`src/rtl/msx_wait_pkg.sv`:
```
// msx_wait_pkg: shared FSM state type and VDP port decode constants for msx_wait_gen
package msx_wait_pkg;
  typedef enum logic [1:0] {IDLE, WAIT, HOLD} state_t;
  localparam logic [7:0] VDP_PORT_BASE = 8'h98;
  localparam logic [5:0] VDP_PORT_MASK = 6'b100110;
endpackage

```
`src/rtl/msx_wait_gen.sv`:
```
// msx_wait_gen: Z80 wait-state generator for M1 fetches and, with VDP_IO_WAIT_EN, VDP port I/O
module msx_wait_gen
  import msx_wait_pkg::*;
#(
  parameter int M1_WAITS = 1,
  parameter int IO_WAITS = 2,
  parameter int CNT_W    = 3
) (
  input  logic       clk,
  input  logic       reset,
  input  logic       clk_en_3m58_p,
  input  logic       clk_en_3m58_n,
  input  logic       m1_n,
  input  logic       mreq_n,
  input  logic       iorq_n,
  input  logic       rd_n,
  input  logic       wr_n,
  input  logic [7:0] addr,
  output logic       wait_n,
  output logic       busy
);
  localparam logic [CNT_W-1:0] M1_INIT = CNT_W'(M1_WAITS > 0 ? M1_WAITS - 1 : 0);
  localparam logic [CNT_W-1:0] IO_INIT = CNT_W'(IO_WAITS > 0 ? IO_WAITS - 1 : 0);
  state_t state, state_nx;
  logic [CNT_W-1:0] cnt, cnt_nx;
  logic m1_q, iorq_q, m1_start, io_start, n_only;
  assign m1_start = clk_en_3m58_p && !m1_n && m1_q && !mreq_n;
`ifdef VDP_IO_WAIT_EN
  assign io_start = clk_en_3m58_p && !iorq_n && iorq_q && m1_n &&
                    addr[7:2] == VDP_PORT_MASK && (!rd_n || !wr_n);
`else
  logic unused_io;
  assign unused_io = ^{addr, rd_n, wr_n, IO_INIT};
  assign io_start  = 1'b0;
`endif
  // a coincident p-enable takes priority, so n is only honoured alone
  assign n_only = clk_en_3m58_n && !clk_en_3m58_p;
  always_ff @(posedge clk or posedge reset) begin
    if (reset) begin
      state  <= IDLE;
      cnt    <= '0;
      m1_q   <= 1'b1;
      iorq_q <= 1'b1;
    end else begin
      state <= state_nx;
      cnt   <= cnt_nx;
      if (clk_en_3m58_p) begin
        m1_q   <= m1_n;
        iorq_q <= iorq_n;
      end
    end
  end
  always_comb begin
    state_nx = state;
    cnt_nx   = cnt;
    case (state)
      IDLE: begin
        if (m1_start) begin
          if (M1_WAITS > 0) begin
            state_nx = WAIT;
            cnt_nx   = M1_INIT;
          end
        end else if (io_start && IO_WAITS > 0) begin
          state_nx = WAIT;
          cnt_nx   = IO_INIT;
        end
      end
      WAIT: if (n_only) begin
        if (cnt == '0) state_nx = HOLD;
        else cnt_nx = cnt - 1'b1;
      end
      HOLD: if (clk_en_3m58_p && m1_n && iorq_n) state_nx = IDLE;
      default: state_nx = IDLE;
    endcase
  end
  always_comb begin
    wait_n = state != WAIT;
    busy   = state != IDLE;
  end
endmodule

```
`config.mk`:
```
export PLATFORM = sky130hd
export DESIGN_NAME = msx_wait_gen
export DESIGN_NICKNAME = d
export VERILOG_FILES = /design/src/rtl/msx_wait_pkg.sv /design/src/rtl/msx_wait_gen.sv
export SDC_FILE = /design/constraint.sdc
export NUM_CORES = 1
export LEC_CHECK = 0
export BUFFER_PORTS_ARGS = -buffer_cell sky130_fd_sc_hd__buf_4
export CORE_AREA = 2 2 39 41
export DETAILED_ROUTE_END_ITERATION = 6
export DIE_AREA = 0 0 41 43
export SETUP_SLACK_MARGIN = 0.2
export SLEW_MARGIN = 5
export SYNTH_ARGS = -nofsm -noshare
export SYNTH_HDL_FRONTEND = slang
export SYNTH_SLANG_ARGS = --single-unit
```
`constraint.sdc`:
```
create_clock -name clk -period 2.1 [get_ports clk]
set_input_delay 0.315 -clock clk [delete_from_list [all_inputs] [get_ports clk]]
set_output_delay 0.315 -clock clk [all_outputs]
set_load 0.005 [all_outputs]
```
==> summary.txt <==
Status - complete, no violations
NetSw - 201.9 uW
Yosys cell types - 22
Net count, final - 68
GP Congestion - 0.6258
Core Area - 1384 um2
Tcrit/Tclk final - 63.33%
Starting Density - 26.49%
Yosys warns - 0
CTS tree - yes
PwrDens - 1176 nW/um2
Tot GR Track Use - 9.970%
Final Max Slew Viols - 0
P_int - 366.0 uW
Post-Syn Area - 366.6 um2
Comb power frac - 45.0%
Power Total - 567.9 uW
Buffers added on ports - 8
Register area share after synthesis - 41.30%
Die width - 41 um
Post-synth EDFFs - 0
Synth top cells by count - dfrtp_1, inv_1, nand3_1, o21ai_0, ha_1
Worst R2R Start - cnt[0]
Crit path max fanout - 3
Worst Hold Class - in -> reg
Fmax - 751.9 MHz
WHS Endpoint - m1_q
Reg area - 151.4 um2
Setup violations, final - 0
Fillers - 148
Final Hold Fails - 0
Sequential share of power - 34.7%
Drt first pass iters - 3
Number of hold buffers added after cts - 1
CP Capture Type - flip-flop
Row cnt - 14
Max Cap Viol - 0
IO Pins - 19
Top post-synthesis cells by area - dfrtp_1, dfstp_2, ha_1
Mapped Cells - 35
Clock skew - 11.39 ps
Setup TNS Final - 0 ps
Aggregate routed wire length - 649 um
Leak - 0.0002359 uW
First-pass GRT wire length - 1076 um
Num CTS Buffers - 3
Relative slew slack - 84.11%
R2R depth - 6
Largest net degree at the start of global routing - 7
Layout cells sized above 1 - 37.50%
Vias in the first global route - 268
Synth top area share - 34.13%
Resized Gates After CTS - 0
Vias - 289
DIE HEIGHT - 43 um
Mean post-synth cell area - 10.47 um2
Setup bufs post-CTS - 0
Clk pin slew, worst setup/hold paths - 50 ps
Worst Path Required - 2270 ps
Worst hold path depth - 2
Clock Tree Root - clkbuf_4
Switching Fraction - 35.56%
Asr flop ratio synth - 100.0%
Worst setup SP type - flip-flop
Clock network fraction of total power - 20.3%
Final core utilization - 34.90%
Flop2flop setup slack - 770 ps
H-tree levels - 1
DRC - 0
HPWL Detailed - 525.6 um
Final min period - 1330 ps
Wire per inst - 10.14 um
Worst vdd ir - 0.0003013 V
Dominant cell type by area after synthesis - dfrtp_1
Iteration-0 DRC Markers - 9
Critical path type - reg -> reg
Routed Antenna Nets - 0
Antenna violations before repair - 0
Antenna diode count - 0
Ys flop type - dfrtp_1
Worst-margin pin slew - 238.1 ps
Multi-input logic area - 196.4 um2
FF-to-FF End - cnt[2]
Critical path arrival - 1500 ps
Die Footprint - 1763 um2
#FFs+latches synth - 6
Clock sink count - 6
Hold wc startpoint - m1_n
Syn Nets - 54
Area Growth Syn to Fin - 31.74%
Clk buf depth - 2
Grt total ovfl - 0
Post-DR vias/cell - 4.516
RSZ-0062 raised after global routing - false
Skew-Pair Late Insertion Delay - 250 ps
==> area by class of cell <==
cell class	instances	area share, %
flip-flops and latches	6	31.35
multi-input cells	24	40.67
repair buffers	9	14.51
clock buffers	4	5.440
inverters	5	3.886
well taps	16	4.145
==> per-layer routing <==
metal / up-vias / routed length (um) / global-route usage (%)
met5: - / 0 / 0
met3: 2 / 41 / 7.853
met1: 134 / 248 / 9.740
li1: 146 / - / -
met4: 0 / 14 / 6.000
met2: 7 / 345 / 14.06
==> layout by cell type, fill, tap and decap left out, drive strengths merged <==
cell         count
dfstp            1
or3              1
mux2i            1
clkbuf           4
buf              8
ha               2
nand2b           2
inv              5
nor2b            1
a21oi            1
and2             1
nand3b           2
o21bai           1
nand3            4
a41oi            1
nor2             1
dfrtp            5
o21ai            3
mux2             1
nand2            1
dlygate4sd3      1
and4bb           1
==> worst max path at each step <==
| stage | startpoint | end | slack (ps) | depth (start not counted) |
|---|---|---|---|---|
| 6_report | cnt[0] | cnt[2] | 770 | 6 |
| 5_1_grt | cnt[0] | cnt[2] | 700 | 6 |
| 4_1_cts | cnt[0] | cnt[2] | 760 | 6 |
| 3_5_place_dp | cnt[0] | cnt[2] | 760 | 6 |
| 3_3_place_gp | cnt[0] | cnt[2] | 790 | 6 |
| 2_1_floorplan | cnt[0] | cnt[2] | 840 | 6 |
==> logic make-up after synthesis <==
logic type,share of synthesized area (%)
buf+inv,5.120
simple gates,31.06
fa+ha+maj,6.825
flops,41.30
mux,5.802
compound gates,9.896
==> state kept, by name, indices dropped and copies added, names as in the netlist <==
signal	count
state	2
m1_q	1
cnt	3
==> critical path, stage by stage (launching register included) <==
cell and delay, ps:
dfrtp_1 350, inv_1 60, ha_1 230, nand2b_2 110, nand3_2 90, or3_1 340, o21ai_0 70
==> through the flow <==
stage | setup WS (ps) | hold WS (ps) | std cells | cell area, um2
after CTS | 759.5 | 322.8 | 64 | 483.0
after global placement | 794.7 | 252.7 | 59 | 446.7
after global routing | 697.1 | 342.1 | 64 | 483.0
after floorplan | 841.5 | 105.2 | 35 | 366.6
final | 770.1 | 330.3 | 64 | 483.0
after detailed placement | 759.6 | 251.6 | 59 | 446.7
==> power groups by stage <==
stage / combinational, uW / clock, uW / sequential [uW]
final: 256 / 115 / 197
after global routing: 294 / 123 / 203
after CTS: 261 / 121 / 197
after detailed placement: 258 / 0 / 198
after global placement: 251 / 0 / 197
after floorplan: 185 / 0 / 189
Power figures use the tool's default switching activity.
